**src/rtl/pipeline_sequencer.sv**
```systemverilog
// Stall/flush scheduler for the 5-stage pipeline: merges load-use, taken-branch and
// data-memory handshake into per-stage enables, counts events, halts on memory timeout.
module pipeline_sequencer #(
    parameter int unsigned CNT_W       = 32,
    parameter int unsigned MEM_TIMEOUT = 16
) (
    input  logic             clk_i,
    input  logic             rst_i,
    input  logic             start_i,
    input  logic             loaduse_i,
    input  logic             branch_taken_i,
    input  logic             dmem_req_i,
    input  logic             dmem_ready_i,
    output logic             pc_we_o,
    output logic             ifid_we_o,
    output logic             ifid_flush_o,
    output logic             idex_bubble_o,
    output logic             exmem_we_o,
    output logic             memwb_bubble_o,
    output logic [CNT_W-1:0] stall_cnt_o,
    output logic [CNT_W-1:0] flush_cnt_o,
    output logic [CNT_W-1:0] memwait_cnt_o,
    output logic [1:0]       state_o,
    output logic             err_o
);

    localparam int unsigned WAIT_W = $clog2(MEM_TIMEOUT + 1);

    typedef enum logic [1:0] {
        StIdle    = 2'b00,
        StRun     = 2'b01,
        StMemWait = 2'b10,
        StHalt    = 2'b11
    } state_e;

    state_e             state_q, state_d;
    logic [WAIT_W-1:0]  wait_q, wait_d;
    logic               err_q, err_d;
    logic [CNT_W-1:0]   stall_q, stall_d;
    logic [CNT_W-1:0]   flush_q, flush_d;
    logic [CNT_W-1:0]   memwait_q, memwait_d;
    logic               stall_inc, flush_inc, memwait_inc;

    // Next state, Mealy controls and counter increment requests.
    always_comb begin
        state_d        = state_q;
        wait_d         = wait_q;
        err_d          = err_q;
        stall_inc      = 1'b0;
        flush_inc      = 1'b0;
        memwait_inc    = 1'b0;
        // Idle/halt outputs: nothing advances, bubbles drain the back end.
        pc_we_o        = 1'b0;
        ifid_we_o      = 1'b0;
        ifid_flush_o   = 1'b0;
        idex_bubble_o  = 1'b1;
        exmem_we_o     = 1'b0;
        memwb_bubble_o = 1'b1;

        unique case (state_q)
            StIdle: begin
                if (start_i) state_d = StRun;
            end
            StRun, StMemWait: begin
                if (!dmem_ready_i && (state_q == StMemWait || dmem_req_i)) begin
                    // Freeze: IDEX holds its contents, only MEMWB gets a bubble.
                    idex_bubble_o = 1'b0;
                    memwait_inc   = 1'b1;
                    if (state_q == StRun) begin
                        state_d = StMemWait;
                        wait_d  = WAIT_W'(1);
                    end else if (wait_q == WAIT_W'(MEM_TIMEOUT)) begin
                        err_d   = 1'b1;
                        state_d = StHalt;
                    end else begin
                        wait_d = wait_q + WAIT_W'(1);
                    end
                end else begin
                    pc_we_o        = 1'b1;
                    ifid_we_o      = 1'b1;
                    idex_bubble_o  = 1'b0;
                    exmem_we_o     = 1'b1;
                    memwb_bubble_o = 1'b0;
                    // Load-use wins over branch: the held ID instruction re-resolves next cycle.
                    if (loaduse_i) begin
                        pc_we_o       = 1'b0;
                        ifid_we_o     = 1'b0;
                        idex_bubble_o = 1'b1;
                        stall_inc     = (state_q == StRun);
                    end else if (branch_taken_i) begin
                        ifid_flush_o = 1'b1;
                        flush_inc    = (state_q == StRun);
                    end
                    state_d = start_i ? StRun : StIdle;
                end
            end
            StHalt: begin
                state_d = StHalt;
            end
            default: begin
                state_d = StIdle;
            end
        endcase
    end

    // Saturating event counters.
    always_comb begin
        stall_d   = (stall_inc && stall_q != '1) ? stall_q + CNT_W'(1) : stall_q;
        flush_d   = (flush_inc && flush_q != '1) ? flush_q + CNT_W'(1) : flush_q;
        memwait_d = (memwait_inc && memwait_q != '1) ? memwait_q + CNT_W'(1) : memwait_q;
    end

    // State, wait counter, error flag and counters.
    always_ff @(posedge clk_i or negedge rst_i) begin
        if (!rst_i) begin
            state_q   <= StIdle;
            wait_q    <= '0;
            err_q     <= 1'b0;
            stall_q   <= '0;
            flush_q   <= '0;
            memwait_q <= '0;
        end else begin
            state_q   <= state_d;
            wait_q    <= wait_d;
            err_q     <= err_d;
            stall_q   <= stall_d;
            flush_q   <= flush_d;
            memwait_q <= memwait_d;
        end
    end

    assign stall_cnt_o   = stall_q;
    assign flush_cnt_o   = flush_q;
    assign memwait_cnt_o = memwait_q;
    assign state_o       = state_q;
    assign err_o         = err_q;

endmodule

```
**config.mk**
```make
export PLATFORM = sky130hd
export DESIGN_NAME = pipeline_sequencer
export DESIGN_NICKNAME = d
export VERILOG_FILES = /design/src/rtl/pipeline_sequencer.sv
export SDC_FILE = /design/constraint.sdc
export NUM_CORES = 1
export LEC_CHECK = 0
export CAP_MARGIN = 0
export CELL_PAD_IN_SITES_DETAIL_PLACEMENT = 1
export CELL_PAD_IN_SITES_GLOBAL_PLACEMENT = 2
export CORE_MARGIN = 1.5
export CORE_UTILIZATION = 35
export CTS_CLUSTER_DIAMETER = 40
export DETAILED_ROUTE_END_ITERATION = 8
export PLACE_DENSITY_LB_ADDON = 0.1
export SYNTH_ARGS = -nofsm -noshare
export SYNTH_HDL_FRONTEND = slang
export SYNTH_SLANG_ARGS = --single-unit
```
**constraint.sdc**
```tcl
create_clock -name clk_i -period 3.9 [get_ports clk_i]
set_clock_uncertainty 0.1 [all_clocks]
set_input_delay 0.975 -clock clk_i [delete_from_list [all_inputs] [get_ports clk_i]]
set_output_delay 0.975 -clock clk_i [all_outputs]
set_load 0.02 [all_outputs]
```
==> flow_metrics.tcl, run 1 <==
set metrics [dict create \
    outcome "finished with violations" \
    violations "design-rule violations" \
    drive_above_1_share_pct 5.91 \
    required_ns 2.82 \
    crit_top_cell "clkdlybuf4s50_1" \
    wirelength_mm 14.4 \
    syn_avg_cell_area_sq_um 10.4 \
    cellLeakagePower_uw 0.00290 \
    grt_max_degree 60 \
    crit_type "input pin to primary output" \
    ys_ff_latch 104 \
    io_pins 112 \
    netlist_instances 507 \
    die_w_um 126 \
    grt_pass1_wl_mm 24.5 \
    synth_warnings 0 \
    remaining_drc_errors 5 \
    ant_nets 0 \
    numCtsBuffers 9 \
    synth.distinct_cells 48 \
    grt_pass1_vias 4551 \
    p_per_area_nw_per_um2 442 \
    holdCritPathClass "flip-flop to flip-flop" \
    cts_hold_buffers 0 \
    synth_edf_count 0 \
    ir_drop_v 0.000272 \
    clk_pin_slew_ns 0.06 \
    crit_path_end_kind "primary output" \
    antenna_found_initial 0 \
    grt_usage_pct 19.3 \
    diodes 0 \
    dr.pass1.iters 8 \
    post_cts_buffers 0 \
    min_period_ns 3.72 \
    tightest_slew_ns 1.08 \
    multiInputGateArea_sq_um 2570 \
    path_buf_inv 2 \
    hold_viol 0 \
    clock_sinks 104 \
    fillCellCount 1641 \
    syn_nets 524 \
    setup_viol 0 \
    cts_root_buf "clkbuf_16" \
    io_buffers 111 \
    grt.overflow.total 0 \
    max_stage_delay_ns 0.60 \
    reg2reg_slack_ns 1.21 \
    globalplace.congestion 0.824 \
    area_growth_pct 30.0 \
    core_sq_um 14600 \
    path_cells "clkdlybuf4s50_1, o21bai_1, nand2_1, nor2_1, and2_1, clkdlybuf4s50_1" \
    drt_iter0_drc 164 \
    initial_core_util_pct 36.1 \
    dieArea_sq_um 15800 \
    synth_area_sq_um 5290 \
    synthFlopType "dfrtp_1" \
    seq_area_frac_synth_pct 49.2 \
    maxSlewHeadroom_pct 27.5 \
    vias 4360 \
    synth_largest_area_cell "dfrtp_1" \
    fp-row-count 44 \
    cpMaxStageDelayCell "clkdlybuf4s50_1" \
    dp_hpwl_mm 10.7 \
    routedWlPerCell_um 17.8 \
    cts_tree "yes" \
    clock_path_buffers 2 \
    post-route-period-util_pct 95.4 \
    cts_resized 0 \
    rsz0062_at_grt "no" \
    regArea_sq_um 2600 \
    critPathLaunchType "input pin" \
    max-cap-violations 0 \
    drt-vias-per-instance 5.38 \
    netlist_top_cells_area "dfrtp_1 49%, xnor2_1 8.9%, xor2_1 6.0%" \
    fin_nets 640 \
    htree_levels 3 \
    drv_slew 0 \
    cp_max_fo 3 \
    worstPathArrival_ns 2.65 \
    crit_family "buffers and inverters" \
    fmax_mhz 269 \
    insertion_delay_ns 0.35 \
    die_y_um 126 \
    async_flop_share_pct 100 \
    report.power.total_uw 3030 \
    setup-tns-final_ns 0 \
    synth_top_area_share_pct 49.2 \
]
[synthesized netlist by cell type, types with 3 or more instances]
| library cell | instances |
|---|---|
| nand4_1 | 41 |
| a31oi_1 | 3 |
| and2_1 | 11 |
| buf_2 | 6 |
| nor4_1 | 17 |
| nand3_1 | 40 |
| a21oi_1 | 4 |
| inv_1 | 14 |
| nand2_1 | 46 |
| nor3_1 | 12 |
| clkbuf_1 | 3 |
| and4_1 | 15 |
| xor2_1 | 36 |
| nor2_1 | 27 |
| ha_1 | 10 |
| xnor2_1 | 54 |
| dfrtp_1 | 104 |
| o21ai_0 | 8 |
| and3_1 | 13 |
| nand3_2 | 7 |
[routing by layer]
metal  part of all wire (%)  up-vias  GRT usage (%)  wire [um]
met5                      0        -              0          0
met4                    1.1        0           4.80        161
met3                    5.1       16           5.48        731
met2                     47       98           30.6       6830
met1                     46     2197           26.2       6700
li1                       -     2049              -          -
[final timing paths]
path	cells after the start	from	endpoint
worst max-delay path	6	dmem_ready_i	ifid_flush_o
worst min-delay path	1	err_o	err_o
worst max register to register	5	stall_cnt_o[0]	stall_cnt_o[1]
worst min register to register	1	err_o	err_o
max in group asynchronous	2	rst_i	memwait_cnt_o[25]
min in group asynchronous	1	rst_i	stall_cnt_o[29]
[area by class of cell]
type                            count  area share [%]
Sequential cell                   104            37.9
Multi-Input combinational cell    378            37.4
Timing Repair Buffer              116            16.9
Tap cell                          184            3.35
Clock inverter                      1          0.0729
Clock buffer                       13            3.64
Inverter                           14           0.765
[flip-flops by register name, indices dropped and copies added (netlist names)]
signal,cells
memwait_cnt_o,32
flush_cnt_o,32
wait_q,5
stall_cnt_o,32
state_o,2
err_o,1
[layout by cell type (no fill, tap or decap), drive strengths merged, types with 2 or more instances in the layout]
master and n:
and4 15, nand2 46, nor2 27, and3 13, ha 10, and2 12, clkbuf 13, nand4 41
nor4b 2, buf 6, nand4b 2, inv 14, mux2 3, or4 2, dfrtp 104, nor4 20
xor2 36, nand3 47, nand2b 2, xnor2 54, nor3 14, clkdlybuf4s50 110, o31ai 2, o21ai 8
a21oi 4, or3 3, a31oi 3
[cells by family (layout without fill, tap and decap cells)]
logic type	Yosys count	after routing	share of synthesized area, %
AO/OA/AOI/OAI	27	27	3.53
flip-flops	104	104	49.2
AND/OR/NAND/NOR	247	247	27.0
multiplexers	4	4	0.829
XOR/XNOR	90	90	14.9
adder cells (fa/ha/maj)	10	10	2.37
buffers and inverters	25	144	2.13
[power breakdown]
group | internal, uW | leakage (uW) | switching [uW]
logic | 366 | 0.00137 | 510
clock network | 444 | 0.000126 | 382
registers | 1180 | 0.00141 | 149
[worst register-to-register path, stage by stage, from the launching register on]
cell     delay (ns)
dfrtp_1        0.44
ha_1           0.36
nand3_1        0.17
or4_1          0.90
nand2_1        0.26
mux2_1         0.34
[stage by stage]
stage                     instance area, sq um  util, %  hold slack (ns)  worst slack, ns  cells
after detailed placement                  6610     45.2            0.367            0.162    796
final                                     6870     46.9            0.370            0.179    810
after floorplan                           5290        -            0.365            0.648    507
after CTS                                 6870     46.9            0.382            0.157    810
after global placement                    6610     45.2            0.351            0.229    796
after global routing                      6870     46.9            0.405           0.0349    810
Power figures use the tool's default switching activity.
==> inputs of run 2 (changes only) <==
- CELL_PAD_IN_SITES_DETAIL_PLACEMENT: 1 -> not set
- CELL_PAD_IN_SITES_GLOBAL_PLACEMENT: 2 -> not set
- PLACE_DENSITY_LB_ADDON: 0.1 -> not set
==> run 2 against run 1 <==
  * The run still ends with design-rule violations left
  * Via count decreased by 0.71%
  * Sequential cell count stayed put
  * Setup slack worse by 0.040 ns
  * Maximum frequency decreased by 1.1%
  * Sequential power is essentially flat
  * Largest power group unchanged
  * Combinational power grew 0.5%
  * Die area is the same
  * First-iteration DRC count increased by 64%
  * Critical path type unchanged
  * Worst hold slack worse by 0.0093 ns
==> flow_metrics.tcl, run 2 (synthesis gave the netlist of run 1 again) <==
set metrics [dict create \
    fin_nets 642 \
    core_sq_um 14600 \
    dieArea_sq_um 15800 \
    io_pins 112 \
    numCtsBuffers 9 \
    cts_root_buf "clkbuf_16" \
    grt_usage_pct 17.3 \
    diodes 0 \
    holdCritPathClass "flip-flop to flip-flop" \
    dp_cells 798 \
    drt_iter0_drc 269 \
    outcome "finished with violations" \
    max_stage_delay_ns 0.59 \
    die_y_um 126 \
    drv_slew 0 \
    clkPwrFrac_pct 30.7 \
    p_per_area_nw_per_um2 458 \
    clock_path_buffers 2 \
    power_frac_comb_pct 27.7 \
    p_sw_uw 1050 \
    report.power.total_uw 3180 \
    ir_drop_v 0.000355 \
    critPathLaunchType "input pin" \
    cts_hold_buffers 0 \
    antenna_found_initial 0 \
    initial_core_util_pct 36.1 \
    dp_hpwl_mm 9.63 \
    htree_levels 3 \
    grt_max_degree 55 \
    drt-vias-per-instance 5.32 \
    ant_nets 0 \
    area_growth_pct 31.5 \
    tightest_slew_ns 1.04 \
    die_w_um 126 \
    path_cells "clkdlybuf4s50_1, o21bai_1, nand2_1, nor2_1, and2_1, clkdlybuf4s50_1" \
    fp-row-count 44 \
    final_cell_mix "110 x clkdlybuf4s50_1, 104 x dfrtp_1, 54 x xnor2_1" \
    crit_path_end_kind "primary output" \
    fmax_mhz 266 \
    wirelength_mm 13.3 \
    clk_pin_slew_ns 0.07 \
    crit_top_cell "clkdlybuf4s50_1" \
    maxSlewHeadroom_pct 30.1 \
    routedWlPerCell_um 16.3 \
    path_buf_inv 2 \
    vias 4329 \
    dr.pass1.iters 9 \
    drive_above_1_share_pct 6.98 \
    setup-tns-final_ns 0 \
    p_seq_share_pct 41.6 \
    insertion_delay_ns 0.35 \
    io_buffers 111 \
    cts_resized 0 \
    required_ns 2.82 \
    min_period_ns 3.76 \
    grt_pass1_vias 4405 \
    hold_viol 0 \
    final_cells 814 \
    globalplace.congestion 0.881 \
    post_cts_buffers 0 \
    crit_type "input pin to primary output" \
    remaining_drc_errors 9 \
    cp_max_fo 3 \
    max-cap-violations 0 \
    rsz0062_at_grt "no" \
    violations "design-rule violations" \
    grt.overflow.total 0 \
    clock_sinks 104 \
    cpMaxStageDelayCell "clkdlybuf4s50_1" \
    intPower_uw 2140 \
    final_common_cell "clkdlybuf4s50_1" \
    setup_viol 0 \
    grt_pass1_wl_mm 22.2 \
    cellLeakagePower_uw 0.00294 \
    cts_tree "yes" \
    post-route-period-util_pct 96.4 \
    worstPathArrival_ns 2.69 \
    crit_family "buffers and inverters" \
    p_sw_share_pct 32.8 \
]
[run 2: changes by cell type in the layout (fill, tap and decap cells not counted), sizes merged]
cell and change:
buf +2, bufinv +2, clkbuf -3, clkinv +2
clkinvlp +1
[run 2: worst paths after layout]
check / from / to / slack [ns] / cells past startpoint
worst max-delay path: dmem_req_i / ifid_flush_o / 0.14 / 6
worst min-delay path: err_o / err_o / 0.36 / 1
worst max register to register: state_o[1] / flush_cnt_o[28] / 1.24 / 7
worst min register to register: err_o / err_o / 0.36 / 1
max in group asynchronous: rst_i / memwait_cnt_o[27] / 2.40 / 2
min in group asynchronous: rst_i / flush_cnt_o[10] / 0.57 / 1
[run 2: final cells by class]
cell class / count / area, sq um
Sequential cell: 104 / 2600
Clock buffer: 10 / 239
Tap cell: 184 / 230
Multi-Input combinational cell: 378 / 2570
Fill cell: 1346 / 7690
Timing Repair Buffer: 118 / 1170
Inverter: 14 / 52.6
Clock inverter: 6 / 82.6
[run 2: layer usage]
| metal | vias to the layer above | share of wire [%] | GRT usage (%) |
|---|---|---|---|
| li1 | 2059 | - | - |
| met1 | 2109 | 45 | 22.5 |
| met2 | 144 | 46 | 27.0 |
| met3 | 17 | 7.1 | 4.84 |
| met4 | 0 | 2.0 | 7.57 |
| met5 | - | 0 | 0 |
[run 2: worst reg2reg max path: stages (launching register included)]
cell,delay [ns]
dfrtp_1,0.44
inv_1,0.13
ha_1,0.38
nand4b_1,0.27
nand2b_1,0.27
nor4_1,0.58
nand4_1,0.20
xnor2_1,0.16
[run 2: through the flow]
| step | hold WS [ns] | utilization [%] | cell area [sq um] | setup WS, ns |
|---|---|---|---|---|
| after floorplan | 0.365 | - | 5290 | 0.648 |
| after global placement | 0.346 | 45.3 | 6630 | 0.109 |
| after detailed placement | 0.347 | 45.3 | 6630 | 0.0957 |
| after CTS | 0.365 | 47.5 | 6950 | 0.0947 |
| after global routing | 0.387 | 47.5 | 6950 | 0.0395 |
| final | 0.361 | 47.5 | 6950 | 0.139 |
[run 2: power groups by stage]
stage	clock (uW)	sequential (uW)	combinational [uW]
after CTS	1000	1320	891
after global placement	0	1340	870
final	976	1330	881
after detailed placement	0	1340	886
after floorplan	0	1410	412
after global routing	1040	1350	969
